--- src/rtl/two_bit_counter_decoder_if.sv ---
// Observation bus between a two-bit counter and its decoder/checker.
// Carries sampled counter state, wrap flag, error clear and decoded results.
interface two_bit_counter_decoder_if #(
  parameter int unsigned WRAP_W = 8
);
  logic              a;
  logic              b;
  logic              z;
  logic              err_clr;
  logic              x_dec;
  logic              x_valid;
  logic [WRAP_W-1:0] wrap_cnt;
  logic              illegal;
  logic              z_mismatch;
  logic              err_seen;
  logic              in_sync;

  modport master (
    output a, b, z, err_clr,
    input  x_dec, x_valid, wrap_cnt,
    input  illegal, z_mismatch,
    input  err_seen, in_sync
  );

  modport slave (
    input  a, b, z, err_clr,
    output x_dec, x_valid, wrap_cnt,
    output illegal, z_mismatch,
    output err_seen, in_sync
  );
endinterface

--- src/rtl/two_bit_counter_decoder.sv ---
// Checker beside a two-bit counter: recovers x from state steps,
// counts wraps, flags illegal jumps and inconsistent z.
module two_bit_counter_decoder #(
  parameter int unsigned WRAP_W     = 8,
  parameter int unsigned RESYNC_LEN = 4
) (
  input logic clk,
  input logic reset,
  two_bit_counter_decoder_if.slave bus
);

  typedef enum logic [1:0] {
    SYNC  = 2'd0,
    TRACK = 2'd1,
    FAULT = 2'd2
  } state_t;

  localparam logic [3:0] RUN_END = 4'(RESYNC_LEN);

  state_t            state;
  logic [1:0]        prev_state;
  logic              prev_z;
  logic [3:0]        run;
  logic              x_dec_q;
  logic              x_valid_q;
  logic [WRAP_W-1:0] wrap_q;
  logic              illegal_q;
  logic              zm_q;
  logic              err_q;
  logic              sync_q;

  logic [1:0] s;
  logic [1:0] inc;
  logic       x;
  logic       legal;
  logic       exp_z;
  logic       mism;
  logic       set_ill;
  logic       set_zm;
  logic       err_n;
  logic       wrap_ev;
  logic       run_done;

  // Classify the step from the last sample to this one.
  always_comb begin
    s        = {bus.a, bus.b};
    inc      = prev_state + 2'd1;
    x        = (s == inc);
    legal    = (s == prev_state) | x;
    exp_z    = x & (prev_state == 2'b11);
    mism     = legal & (prev_z != exp_z);
    set_ill  = (state != SYNC) & ~legal;
    set_zm   = (state == TRACK) & mism;
    wrap_ev  = (state == TRACK) & exp_z
             & (wrap_q != '1);
    run_done = (run + 4'd1) == RUN_END;
    err_n    = err_q;
    if (bus.err_clr) err_n = 1'b0;
    if (set_ill | set_zm) err_n = 1'b1;
  end

  // Tracking FSM with all observable outputs registered.
  always_ff @(posedge clk) begin
    if (reset) begin
      state      <= SYNC;
      prev_state <= 2'b00;
      prev_z     <= 1'b0;
      run        <= 4'd0;
      x_dec_q    <= 1'b0;
      x_valid_q  <= 1'b0;
      wrap_q     <= '0;
      illegal_q  <= 1'b0;
      zm_q       <= 1'b0;
      err_q      <= 1'b0;
      sync_q     <= 1'b0;
    end else begin
      prev_state <= s;
      prev_z     <= bus.z;
      illegal_q  <= set_ill;
      zm_q       <= set_zm;
      err_q      <= err_n;
      if (wrap_ev) wrap_q <= wrap_q + WRAP_W'(1);
      unique case (state)
        SYNC: begin
          state     <= TRACK;
          sync_q    <= 1'b1;
          x_valid_q <= 1'b0;
        end
        TRACK: begin
          if (legal) begin
            x_dec_q   <= x;
            x_valid_q <= 1'b1;
          end else begin
            state     <= FAULT;
            sync_q    <= 1'b0;
            x_valid_q <= 1'b0;
            run       <= 4'd0;
          end
        end
        FAULT: begin
          x_valid_q <= 1'b0;
          if (!legal) begin
            run <= 4'd0;
          end else if (run_done) begin
            run    <= 4'd0;
            state  <= TRACK;
            sync_q <= 1'b1;
          end else begin
            run <= run + 4'd1;
          end
        end
        default: begin
          state  <= SYNC;
          sync_q <= 1'b0;
        end
      endcase
    end
  end

  assign bus.x_dec      = x_dec_q;
  assign bus.x_valid    = x_valid_q;
  assign bus.wrap_cnt   = wrap_q;
  assign bus.illegal    = illegal_q;
  assign bus.z_mismatch = zm_q;
  assign bus.err_seen   = err_q;
  assign bus.in_sync    = sync_q;

endmodule
--- src/flat_wrapper.sv ---
// flat-port wrapper written by rule: the top's interface ports become plain ports
module two_bit_counter_decoder_flat 
#(
  parameter int unsigned WRAP_W     = 8,
  parameter int unsigned RESYNC_LEN = 4
)
  (clk, reset, bus_a, bus_b, bus_z, bus_err_clr, bus_x_dec, bus_x_valid, bus_wrap_cnt, bus_illegal, bus_z_mismatch, bus_err_seen, bus_in_sync);
  two_bit_counter_decoder_if #(.WRAP_W(WRAP_W)) bus_i ();
  input logic clk;
  input logic reset;
  input wire logic [$bits(bus_i.a)-1:0] bus_a;
  input wire logic [$bits(bus_i.b)-1:0] bus_b;
  input wire logic [$bits(bus_i.z)-1:0] bus_z;
  input wire logic [$bits(bus_i.err_clr)-1:0] bus_err_clr;
  output wire logic [$bits(bus_i.x_dec)-1:0] bus_x_dec;
  output wire logic [$bits(bus_i.x_valid)-1:0] bus_x_valid;
  output wire logic [$bits(bus_i.wrap_cnt)-1:0] bus_wrap_cnt;
  output wire logic [$bits(bus_i.illegal)-1:0] bus_illegal;
  output wire logic [$bits(bus_i.z_mismatch)-1:0] bus_z_mismatch;
  output wire logic [$bits(bus_i.err_seen)-1:0] bus_err_seen;
  output wire logic [$bits(bus_i.in_sync)-1:0] bus_in_sync;
  assign bus_i.a = bus_a;
  assign bus_i.b = bus_b;
  assign bus_i.z = bus_z;
  assign bus_i.err_clr = bus_err_clr;
  assign bus_x_dec = bus_i.x_dec;
  assign bus_x_valid = bus_i.x_valid;
  assign bus_wrap_cnt = bus_i.wrap_cnt;
  assign bus_illegal = bus_i.illegal;
  assign bus_z_mismatch = bus_i.z_mismatch;
  assign bus_err_seen = bus_i.err_seen;
  assign bus_in_sync = bus_i.in_sync;
  two_bit_counter_decoder #(.WRAP_W(WRAP_W), .RESYNC_LEN(RESYNC_LEN)) u_core (.clk(clk), .reset(reset), .bus(bus_i));
endmodule
--- config.mk ---
export PLATFORM = sky130hd
export DESIGN_NAME = two_bit_counter_decoder_flat
export DESIGN_NICKNAME = d
export VERILOG_FILES = /design/src/rtl/two_bit_counter_decoder_if.sv /design/src/rtl/two_bit_counter_decoder.sv /design/src/flat_wrapper.sv
export SDC_FILE = /design/constraint.sdc
export NUM_CORES = 1
export LEC_CHECK = 0
export ABC_AREA = 1
export BUFFER_PORTS_ARGS = -buffer_cell sky130_fd_sc_hd__buf_2
export CAP_MARGIN = 0
export CORE_ASPECT_RATIO = 1.5
export CORE_MARGIN = 8
export CORE_UTILIZATION = 45
export CTS_CLUSTER_DIAMETER = 150
export CTS_CLUSTER_SIZE = 25
export DETAILED_ROUTE_END_ITERATION = 10
export PLACE_DENSITY = 0.66
export SLEW_MARGIN = 40
export SYNTH_ARGS = -nofsm -noshare
export SYNTH_HDL_FRONTEND = slang
export SYNTH_SLANG_ARGS = --single-unit
--- constraint.sdc ---
create_clock -name clk -period 1.6 [get_ports clk]
set_input_delay 0.32 -clock clk [delete_from_list [all_inputs] [get_ports clk]]
set_output_delay 0.32 -clock clk [all_outputs]
set_load 0.05 [all_outputs]
Yosys cells after proc, flatten, opt, wreduce, memory -nomap -nowiden. Cells that the tools add are included.

Reduce and logical (&&, ||, !) cells: 9. Bitwise gates (word level): 9. Eq/ne operators: 11. Mux-type cells: 16. $add $sub $neg: 3.

Operator list (number): 4-bit 2-to-1 mux (3); 8-bit by 1-bit adder with 8-bit output, second input constant (1); 8-bit inequality test, second input constant (1); 4-bit case mux with 2 select lines (1); 2-bit nonzero test (4); 1-bit bitwise AND (6); 1-bit 2-to-1 mux (6); 2-bit 2-to-1 mux (3); 2-bit case mux with 3 select lines (1); 4-bit by 1-bit adder with 4-bit output, second input constant (1); 2-bit equality test (2); 2-bit equality test, second input constant (2); 4-bit by 3-bit equality test with 1-bit output, second input constant (1); 2-bit by 1-bit inequality test with 1-bit output, second input constant (2); 2-bit AND reduction (2); 1-bit case mux with 3 select lines (1); 3-bit AND reduction (1); 2-bit by 1-bit adder with 2-bit output, second input constant (1); 2-bit by 1-bit equality test with 1-bit output, second input constant (1); 2-bit logical NOT (1); 2-bit inequality test, second input constant (1); 1-bit bitwise OR (2); 1-bit case mux with 2 select lines (1); 2-bit OR reduction (1); other kinds (2) (2).

Logic and storage cells: 59. Register bits after elaboration: 23. Output and inout port bits: 14. Input port bits: 6.

Logic depth before layout (Yosys ltp). Gate-level depths: netlist of the first run.

Word-level depth: 8. Gate-level depth with buffers: 11. Depth with buffers taken out: 11.

Worst setup path after synthesis of the first run. No wires, ideal clock.

Path kind: register to register. Start point: register u_core.wrap_q[0] (netlist: u_core.bus.wrap_cnt[0]). End point: register u_core.wrap_q[1] (netlist: u_core.bus.wrap_cnt[1]). Required time: 1484 ps. Clock period less this slack: 1574 ps. Setup slack: 26 ps. Setup time: 116 ps. Stages on the path, launching flop included: 7. Path buffers: 0. Arrival: 1458 ps. Path through: dfxtp_1 > ha_1 > nand3_1 > nand2_2 > clkinv_2 > nor2_1 > nor2_1.

Word-level cells in the longest chain between the ends: 2. Elaborated cells between the ends (all ways): 3. Classes of those cells: add/sub: 1; eq/ne: 1; bitwise: 1.

RTL lines: start, declared (RTL line two_bit_counter_decoder.sv:26) `logic [WRAP_W-1:0] wrap_q;`; start signal, assigned (RTL line two_bit_counter_decoder.sv:82) `if (wrap_ev) wrap_q <= wrap_q + WRAP_W'(1);`; parallel branches: the longest is 2 deep, another holds 8-bit by 1-bit adder with 8-bit output.

Parallel ways; which one is timed is not known. A chain may end at the register's enable or synchronous reset.

Worst setup path after layout of the first run.
Start point: register u_core.prev_state[1]. End point: register u_core.wrap_q[0] (netlist: u_core.bus.wrap_cnt[0]).

Word-level cells in the longest chain between the ends: 5. Elaborated cells between the ends (all ways): 6. Classes of those cells: add/sub: 1; eq/ne: 2; bitwise: 3.

RTL lines: start, declared (RTL line two_bit_counter_decoder.sv:21) `logic [1:0] prev_state;`; start signal, assigned (RTL line two_bit_counter_decoder.sv:77) `prev_state <= s;`; 2-bit by 1-bit adder with 2-bit output (RTL line two_bit_counter_decoder.sv:47) `inc = prev_state + 2'd1;`; 2-bit equality test (RTL line two_bit_counter_decoder.sv:48) `x = (s == inc);`; 1-bit bitwise AND (*) (RTL line two_bit_counter_decoder.sv:50) `exp_z = x & (prev_state == 2'b11);`; 1-bit bitwise AND (*) (RTL line two_bit_counter_decoder.sv:54) `wrap_ev = (state == TRACK) & exp_z`; 1-bit bitwise AND (*) (RTL line two_bit_counter_decoder.sv:55) `& (wrap_q != '1);`.

Mark *: on every way between the ends. The rest lies on a longest branch, timed or not.

==> flow_metrics.py, run 1 <==
metrics = {
    "outcome": {
        "status": "completed",
    },
    "worst_hold_path": {
        "hold_path_class": "in2reg",
        "worstHoldStart": "bus_z",
        "hold_depth": 3,
        "min_to": "u_core.prev_z",
    },
    "critical_path": {
        "slowest_stage": "dfxtp_4",
        "r2r_slack_ns": 0.04,
        "cp-start-kind": "flip-flop",
        "end_kind": "flip-flop",
        "critPathKind": "reg2reg",
        "cp_num_buf_inv": 2,
        "slowest_delay_ns": 0.38,
        "worst-path-max-fanout": 5,
        "critPathRequiredTime_ns": 1.82,
        "crit_chain": "ha_4, inv_2, nand2_2, nand2_2, nand2_4, nor3_4, nand2_4, inv_4, nand2_1, nand2_1, nor2_1",
        "timing.rr.end": "u_core.bus.wrap_cnt[0]",
        "path_delay_family": "simple AND/OR/NAND/NOR gates",
        "cp.arrival_ns": 1.78,
        "worstReg2RegStart": "u_core.prev_state[1]",
        "ff2ff_path_depth": 11,
    },
    "die": {
        "initial_core_util_pct": 46.9,
        "die-area_mm2": 0.00442,
        "num_rows": 22,
        "core_mm2": 0.00242,
        "die_y_um": 77.5,
        "die_width_um": 57.0,
        "io_pins": 20,
    },
    "placement": {
        "postPlaceCellArea_mm2": 0.00126,
        "post-place-cells": 206,
        "dpl.hpwl_um": 1910,
        "port_buffers": 19,
        "dp_slack_ns": 0.00345,
        "place.gp.congestion": 0.755,
    },
    "power_and_ir_drop": {
        "ir_drop_mv": 0.471,
        "power_density_mw_per_mm2": 838,
        "leakage_nw": 0.655,
    },
    "timing": {
        "fmax_mhz": 641,
        "fin_ws_ns": 0.0410,
        "finalCriticalPeriod_ns": 1.56,
        "rsz0062_at_grt": "yes",
        "slew_headroom_pct": 82.3,
        "min_period_over_period_pct": 97.4,
        "hold_viol_final": 0,
        "final_max_slew_viol_count": 0,
        "setup_viol": 0,
        "final.setup_skew_ns": 0.00325,
        "tightestPinTransition_ns": 0.264,
    },
    "logic_synthesis": {
        "ys_warn_count": 0,
        "synth_top_area_share_pct": 40.5,
        "yosysTopAreaCell": "dfxtp_1",
        "synth_area_per_cell_um2": 6.93,
        "synth_area_leaders": "dfxtp_1 (41%), nand2_1 (16%), a21oi_1 (7.0%), nand3_1 (6.6%), inv_1 (5.9%)",
        "synth_area_mm2": 0.00114,
        "synth_cell_type_count": 19,
        "ys_ff_latch": 23,
        "synthCells": 164,
        "ys_seq_area_share_pct": 40.5,
        "syn-num-nets": 174,
    },
    "clock_tree": {
        "clockRootBuffer": "clkbuf_4",
        "clockBufferDepth": 2,
        "clk_pin_slew_ns": 0.12,
        "clock-sinks": 23,
        "holdBufCountCts": 0,
        "htree_num_levels": 1,
        "tritoncts": "yes",
        "numCtsBuffers": 3,
        "clk_latency_ns": 0.30,
    },
    "drt": {
        "wl_per_cell_um": 12.4,
        "routed_wl_um": 2660,
        "drc": 0,
        "drtIter0Drc": 25,
        "first_pass_iters": 4,
        "via_per_inst": 5.29,
        "antenna_left": 0,
        "vias": 1138,
    },
    "layout": {
        "drive_above_1_share_pct": 26.7,
        "final_cell_mix": "nand2_1 (43), dfxtp_1 (20), buf_2 (19), inv_1 (17)",
        "stdcell_count": 215,
        "fillers": 244,
        "n_antenna_cell": 0,
        "layout_commonest_cell": "nand2_1",
        "final_area_mm2": 0.00139,
        "area_growth_pct": 22.2,
        "final_nets": 202,
    },
    "global_route": {
        "antenna_found_initial": 0,
        "grt_pass1_wl_um": 4370,
        "track_usage_pct": 11.2,
        "grt-ovfl-total": 0,
        "grt_pass1_vias": 1111,
        "grt_max_degree": 13,
    },
    "flow_run": {
        "cap_violations": 0,
    },
}
==> cell families after synthesis <==
| logic type | count (synthesis) | synth area share [%] |
|---|---|---|
| buffers and inverters | 25 | 8.37 |
| adder cells (fa/ha/maj) | 4 | 4.41 |
| AND/OR/NAND/NOR | 84 | 31.7 |
| flip-flops | 23 | 40.5 |
| AO/OA/AOI/OAI | 20 | 8.81 |
| XOR/XNOR | 8 | 6.17 |
==> registers in the layout, summed over array words and instances, names as in the netlist <==
register               cells
u_core.bus.x_valid         1
u_core.bus.z_mismatch      1
u_core.run                 4
u_core.prev_z              1
u_core.bus.in_sync         1
u_core.bus.wrap_cnt        8
u_core.bus.err_seen        1
u_core.prev_state          2
u_core.state               2
u_core.bus.x_dec           1
u_core.bus.illegal         1
==> report_power, final <==
part / switching, mW / leakage (nW) / internal, mW
clock: 0.171 / 0.0150 / 0.0972
combinational: 0.186 / 0.451 / 0.0781
sequential: 0.0275 / 0.189 / 0.603
==> cell usage after synthesis <==
master / count
ha_1: 4
a21oi_1: 16
inv_1: 18
xor2_1: 3
nand2_1: 47
nand2_2: 2
inv_2: 4
nor2_4: 1
xnor2_1: 5
dfxtp_1: 23
o21ai_1: 1
nor2_2: 1
nor3_2: 1
nand3_1: 15
nand4_1: 2
clkbuf_1: 2
nor2_1: 15
clkinv_2: 1
o21ai_0: 3
==> layout make-up <==
type	instances	area, um2	area share (%)
inverters	23	91.3	6.58
repair buffers	23	125	9.01
flip-flops and latches	23	469	33.8
well taps	24	30.0	2.16
clock buffers	4	26.3	1.89
multi-input cells	117	641	46.1
repair inverters	1	6.26	0.450
==> stage by stage <==
stage	setup TNS [ns]	hold WS (ns)	util, %	total power [mW]
final	0	0.200	57.3	1.16
after global routing	-0.299	0.193	57.3	1.22
after CTS	0	0.196	53.5	1.14
after detailed placement	0	0.461	52.1	0.875
after global placement	0	0.449	52.1	0.869
after floorplan	0	0.427	-	0.817
==> timing repair <==
| action | in CTS | in global routing |
|---|---|---|
| setup buffers | 0 | 3 |
| resized for setup | 3 | 20 |
| pin swaps | 0 | 7 |
| setup endpoints to repair | 3 | 17 |
| cloned | 0 | 2 |
==> how the worst max path moves through the flow <==
stage	start	to	depth (start not counted)	slack, ns
2_1_floorplan	u_core.bus.wrap_cnt[0]	u_core.bus.wrap_cnt[1]	6	0.03
3_3_place_gp	u_core.prev_state[0]	u_core.bus.err_seen	11	0.06
3_5_place_dp	u_core.prev_state[0]	u_core.bus.in_sync	10	0.003
4_1_cts	u_core.prev_state[0]	u_core.bus.wrap_cnt[1]	9	0.01
5_1_grt	u_core.prev_state[1]	u_core.bus.wrap_cnt[0]	11	-0.05
6_report	u_core.prev_state[1]	u_core.bus.wrap_cnt[0]	11	0.04
==> layer usage <==
metal	vias up	track usage, %	share of wire, %
met1	545	11.7	40
met4	0	3.54	0.60
met2	19	21.6	57
li1	572	-	-
met3	2	1.63	2.4
met5	-	0	0
==> worst min-delay path, stage by stage <==
cell,delay (ns)
buf_2,0.09
inv_1,0.04
nor2_1,0.03
Power figures use the tool's default switching activity.
==> inputs of run 2 (changes only) <==
Settings changed: PLACE_DENSITY 0.66 to 0.69.
Clock period 1.6 ns to 1.3 ns, I/O delays scaled along.
==> run 2 against run 1 <==
The flow now finishes with violations (negative setup slack). Flip-flop and latch count is the same. Critical path depth down 2. Sequential share of layout area is 3.7 points lower. Clock power grew 22%. Clock skew grew 0.0030 ns.
==> flow_metrics.py, run 2 (synthesis gave the netlist of run 1 again) <==
metrics = {
    "layout": {
        "area_growth_pct": 39.1,
        "fillers": 211,
        "final_cell_mix": "nand2_1 (39), buf_2 (19), inv_1 (17), buf_4 (16), nor2_1 (13)",
        "stdcell_count": 228,
        "fin_util_pct": 65.2,
        "largest_reg_flops": 8,
        "final_nets": 215,
        "layout_commonest_cell": "nand2_1",
        "n_antenna_cell": 0,
        "drive_above_1_share_pct": 43.1,
        "final_area_mm2": 0.00158,
    },
    "die": {
        "die-area_mm2": 0.00442,
        "initial_core_util_pct": 46.9,
        "io_pins": 20,
        "num_rows": 22,
        "die_y_um": 77.5,
        "core_mm2": 0.00242,
        "die_width_um": 57.0,
    },
    "clock_tree": {
        "clockBufferDepth": 2,
        "clock-sinks": 23,
        "clk_latency_ns": 0.31,
        "clk_pin_slew_ns": 0.13,
        "tritoncts": "yes",
        "clockRootBuffer": "clkbuf_4",
        "htree_num_levels": 1,
        "numCtsBuffers": 3,
    },
    "placement": {
        "port_buffers": 19,
        "dpl.hpwl_um": 2020,
        "dp_slack_ns": -0.206,
        "place.gp.congestion": 0.829,
        "postPlaceCellArea_mm2": 0.00140,
        "post-place-cells": 220,
    },
    "power_and_ir_drop": {
        "leakage_nw": 0.753,
        "pwr-share-clk_pct": 21.4,
        "power_density_mw_per_mm2": 971,
        "ir_drop_mv": 0.828,
        "pwr-share-seq_pct": 50.5,
        "p_switching_mw": 0.521,
        "p_int_mw": 1.01,
        "combPwrFrac_pct": 28.1,
        "total_power_mw": 1.53,
        "switching_share_pct": 34.0,
    },
    "drt": {
        "routed_wl_um": 2860,
        "drc": 0,
        "wl_per_cell_um": 12.5,
        "first_pass_iters": 4,
        "via_per_inst": 5.17,
        "vias": 1179,
        "antenna_left": 0,
        "drtIter0Drc": 27,
    },
    "global_route": {
        "grt_max_degree": 14,
        "antenna_found_initial": 0,
        "grt_pass1_wl_um": 4600,
        "grt_pass1_vias": 1167,
        "track_usage_pct": 12.1,
        "grt-ovfl-total": 0,
    },
    "worst_hold_path": {
        "hold_path_class": "in2reg",
    },
    "critical_path": {
        "slowest_delay_ns": 0.36,
        "crit_top_cell": "nand2_4",
        "end_kind": "flip-flop",
        "critPathKind": "reg2reg",
        "critPathRequiredTime_ns": 1.55,
        "cp.arrival_ns": 1.73,
        "r2r_slack_ns": -0.18,
        "slowest_stage": "dfxtp_2",
        "worst-path-max-fanout": 5,
        "cp-start-kind": "flip-flop",
        "crit_chain": "ha_4, nand2_2, nand2_4, nand2_4, nor3_4, nand2_4, clkinv_4, nand2_2, a21oi_2",
    },
    "timing": {
        "fin_ws_ns": -0.183,
        "finalCriticalPeriod_ns": 1.48,
        "rsz0062_at_grt": "yes",
        "slew_headroom_pct": 81.3,
        "fin_tns_setup_ns": -2.22,
        "whs_ns": 0.156,
        "final_max_slew_viol_count": 0,
        "final.setup_skew_ns": 0.00622,
        "min_period_over_period_pct": 114,
        "tightestPinTransition_ns": 0.280,
        "fmax_mhz": 674,
        "setup_viol": 19,
        "hold_viol_final": 0,
    },
    "outcome": {
        "status": "finished with violations",
        "violations": "negative setup slack",
    },
    "flow_run": {
        "cap_violations": 0,
    },
}
run 2: power by group through the flow:
stage	registers (mW)	logic, mW	clock network, mW
3_3_place_gp	0.786	0.339	0
5_1_grt	0.779	0.462	0.373
2_1_floorplan	0.865	0.148	0
6_report	0.775	0.431	0.328
3_5_place_dp	0.789	0.342	0
4_1_cts	0.772	0.383	0.343
run 2: what timing repair did:
item,4_1_cts,5_1_grt
hold buffers,0,0
pin swaps,13,8
setup endpoints to repair,20,20
cloned,2,0
setup buffers,1,1
resized for setup,17,22
run 2: routing by layer:
layer	routed length, um	part of all wire [%]	vias up	GRT usage (%)
met4	63	2.2	0	4.95
met5	0	0	-	0
met1	989	35	559	10.4
li1	-	-	595	-
met2	1700	59	18	24.6
met3	106	3.7	7	2.77
run 2: worst max-delay path, delay by kind of cell (launching register included):
| family | cells | cell delay [ns] |
|---|---|---|
| flip-flops | 1 | 0.36 |
| buffers and inverters | 1 | 0.09 |
| AO/OA/AOI/OAI | 1 | 0.13 |
| AND/OR/NAND/NOR | 6 | 0.57 |
| adder cells (fa/ha/maj) | 1 | 0.27 |
run 2: final timing paths:
kind / from / to / depth (start not counted)
max: u_core.prev_state[1] / u_core.bus.wrap_cnt[3] / 9
min: bus_z / u_core.prev_z / 3
max reg2reg: u_core.prev_state[1] / u_core.bus.wrap_cnt[3] / 9
min reg2reg: u_core.bus.in_sync / u_core.bus.in_sync / 2
run 2: final cells by class:
type	instances	area (um2)	area share [%]
repair buffers	36	226	14.3
repair inverters	1	8.76	0.554
multi-input cells	117	716	45.3
flip-flops and latches	23	475	30.1
well taps	24	30.0	1.90
inverters	23	96.3	6.10
clock inverters	1	5.00	0.317
clock buffers	3	22.5	1.43
==> inputs of run 3 (changes only) <==
Settings changed: CORE_UTILIZATION 45 to 35, PLACE_DENSITY 0.69 to 0.64.
==> run 3 against run 2 <==
The flow still finishes with violations (negative setup slack). Wire length down 2.2%. Critical path depth up 1. Sequential power up 0.6%. Largest cell class unchanged. Largest power group unchanged. Highest routed layer unchanged.
==> flow_metrics.py, run 3 (synthesis gave the netlist of run 1 again) <==
metrics = {
    "power_and_ir_drop": {
        "pwr-share-clk_pct": 26.1,
        "p_switching_mw": 0.528,
        "p_int_mw": 1.11,
        "switching_share_pct": 32.2,
        "power_density_mw_per_mm2": 991,
        "ir_drop_mv": 0.594,
        "pwr-share-seq_pct": 47.6,
        "combPwrFrac_pct": 26.3,
        "leakage_nw": 0.782,
    },
    "timing": {
        "fin_ws_ns": -0.144,
        "fmax_mhz": 692,
        "finalCriticalPeriod_ns": 1.44,
        "hold_viol_final": 0,
        "slew_headroom_pct": 82.1,
        "final_max_slew_viol_count": 0,
        "min_period_over_period_pct": 111,
        "final.setup_skew_ns": 0.00334,
        "tightestPinTransition_ns": 0.269,
        "rsz0062_at_grt": "yes",
        "setup_viol": 17,
        "fin_tns_setup_ns": -1.74,
    },
    "die": {
        "initial_core_util_pct": 36.3,
        "die_width_um": 62.5,
        "die_y_um": 85.8,
        "core_mm2": 0.00313,
        "num_rows": 25,
        "io_pins": 20,
        "die-area_mm2": 0.00536,
    },
    "global_route": {
        "grt_max_degree": 20,
        "grt-ovfl-total": 0,
        "grt_pass1_wl_um": 4580,
        "track_usage_pct": 10.0,
        "antenna_found_initial": 0,
        "grt_pass1_vias": 1113,
    },
    "drt": {
        "antenna_left": 0,
        "vias": 1150,
        "wl_met3_um": 101,
        "drc": 0,
        "wl_met1_um": 1110,
        "wl_met2_um": 1540,
        "via_per_inst": 4.69,
        "first_pass_iters": 4,
        "routed_wl_um": 2790,
        "drtIter0Drc": 48,
        "top_layer_used": "met4",
        "wl_per_cell_um": 11.4,
    },
    "layout": {
        "area_growth_pct": 45.5,
        "n_antenna_cell": 0,
        "fin_util_pct": 52.8,
        "drive_above_1_share_pct": 44.4,
        "final_cell_mix": "nand2_1 (38), buf_2 (19), inv_1 (17), buf_4 (17), nor2_1 (14)",
        "largest_reg_flops": 8,
        "layout_commonest_cell": "nand2_1",
        "final_nets": 216,
    },
    "critical_path": {
        "crit_start": "u_core.prev_state[1]",
        "critPathRequiredTime_ns": 1.49,
        "timing.rr.end": "u_core.bus.wrap_cnt[3]",
        "ff2ff_path_depth": 10,
        "critPathKind": "reg2reg",
        "cp.arrival_ns": 1.63,
        "cp-start-kind": "flip-flop",
        "worstReg2RegStart": "u_core.prev_state[1]",
        "r2r_slack_ns": -0.14,
        "end_kind": "flip-flop",
        "worst-path-max-fanout": 5,
    },
    "clock_tree": {
        "numCtsBuffers": 3,
        "clock-sinks": 23,
        "clk_pin_slew_ns": 0.08,
        "clk_latency_ns": 0.26,
        "holdBufCountCts": 0,
        "htree_num_levels": 1,
        "tritoncts": "yes",
        "clockRootBuffer": "clkbuf_8",
        "clockBufferDepth": 2,
    },
    "outcome": {
        "violations": "negative setup slack",
        "status": "finished with violations",
    },
    "worst_hold_path": {
        "min_to": "u_core.bus.z_mismatch",
        "worstHoldStart": "reset",
        "hold_depth": 2,
        "hold_path_class": "in2reg",
    },
    "flow_run": {
        "cap_violations": 0,
    },
    "placement": {
        "place.gp.congestion": 0.743,
        "port_buffers": 19,
        "dpl.hpwl_um": 1980,
    },
}
run 3: cell types whose count changed in the layout (fill, tap and decap cells not counted), sizes merged:
cell / previous run / this run
buf: 36 / 37
run 3: through the flow:
stage                     worst slack [ns]  total power, mW  std cells  hold WS, ns  instance area (um2)
after detailed placement            -0.187             1.12        236        0.460                 1420
after global routing                -0.298             1.73        245        0.189                 1650
final                               -0.144             1.64        245        0.189                 1650
after floorplan                     -0.116             1.01        164        0.367                 1170
after CTS                           -0.133             1.60        243        0.182                 1550
after global placement              -0.160             1.12        236        0.453                 1420
run 3: layout make-up:
class | count | area [um2]
fill | 313 | 1480
tap | 40 | 50.0
clock inverter | 1 | 5.00
sequential | 23 | 474
timing repair buffer | 37 | 234
timing repair inverter | 1 | 8.76
inverter | 23 | 96.3
multi-input combinational | 117 | 743
clock buffer | 3 | 41.3
run 3: worst max-delay path: stages, from the launching register on:
cell	delay, ns
dfxtp_2	0.34
ha_4	0.24
inv_2	0.05
nand2_2	0.04
nand2_2	0.09
nand2_4	0.08
nor3_4	0.17
nand2_4	0.11
clkinv_4	0.08
nand2_1	0.05
a21oi_1	0.12
run 3: per-layer routing:
layer	GRT usage, %	up-vias
met5	0	-
met4	3.13	0
met3	2.48	6
met2	20.1	17
met1	9.53	532
li1	-	595
run 3: what timing repair did:
item | 4_1_cts | 5_1_grt
pin swaps | 6 | 11
gates resized for setup | 18 | 22
setup buffers | 1 | 2
endpoints found under the setup margin | 19 | 20
cloned | 2 | 0
hold endpoints to repair | 0 | 0
run 3: power by group through the flow:
stage / clock (mW) / combinational (mW) / sequential, mW
6_report: 0.428 / 0.430 / 0.780
5_1_grt: 0.478 / 0.466 / 0.785
4_1_cts: 0.447 / 0.386 / 0.772
3_5_place_dp: 0 / 0.335 / 0.788
3_3_place_gp: 0 / 0.333 / 0.787
2_1_floorplan: 0 / 0.148 / 0.865
run 3: worst max-delay path by stage:
stage / to / slack, ns / depth (start not counted)
after global placement: u_core.bus.wrap_cnt[0] / -0.16 / 11
after detailed placement: u_core.bus.wrap_cnt[0] / -0.19 / 11
after CTS: u_core.bus.err_seen / -0.13 / 9
after floorplan: u_core.bus.wrap_cnt[0] / -0.12 / 11
after global routing: u_core.bus.wrap_cnt[6] / -0.30 / 10
final: u_core.bus.wrap_cnt[3] / -0.14 / 10
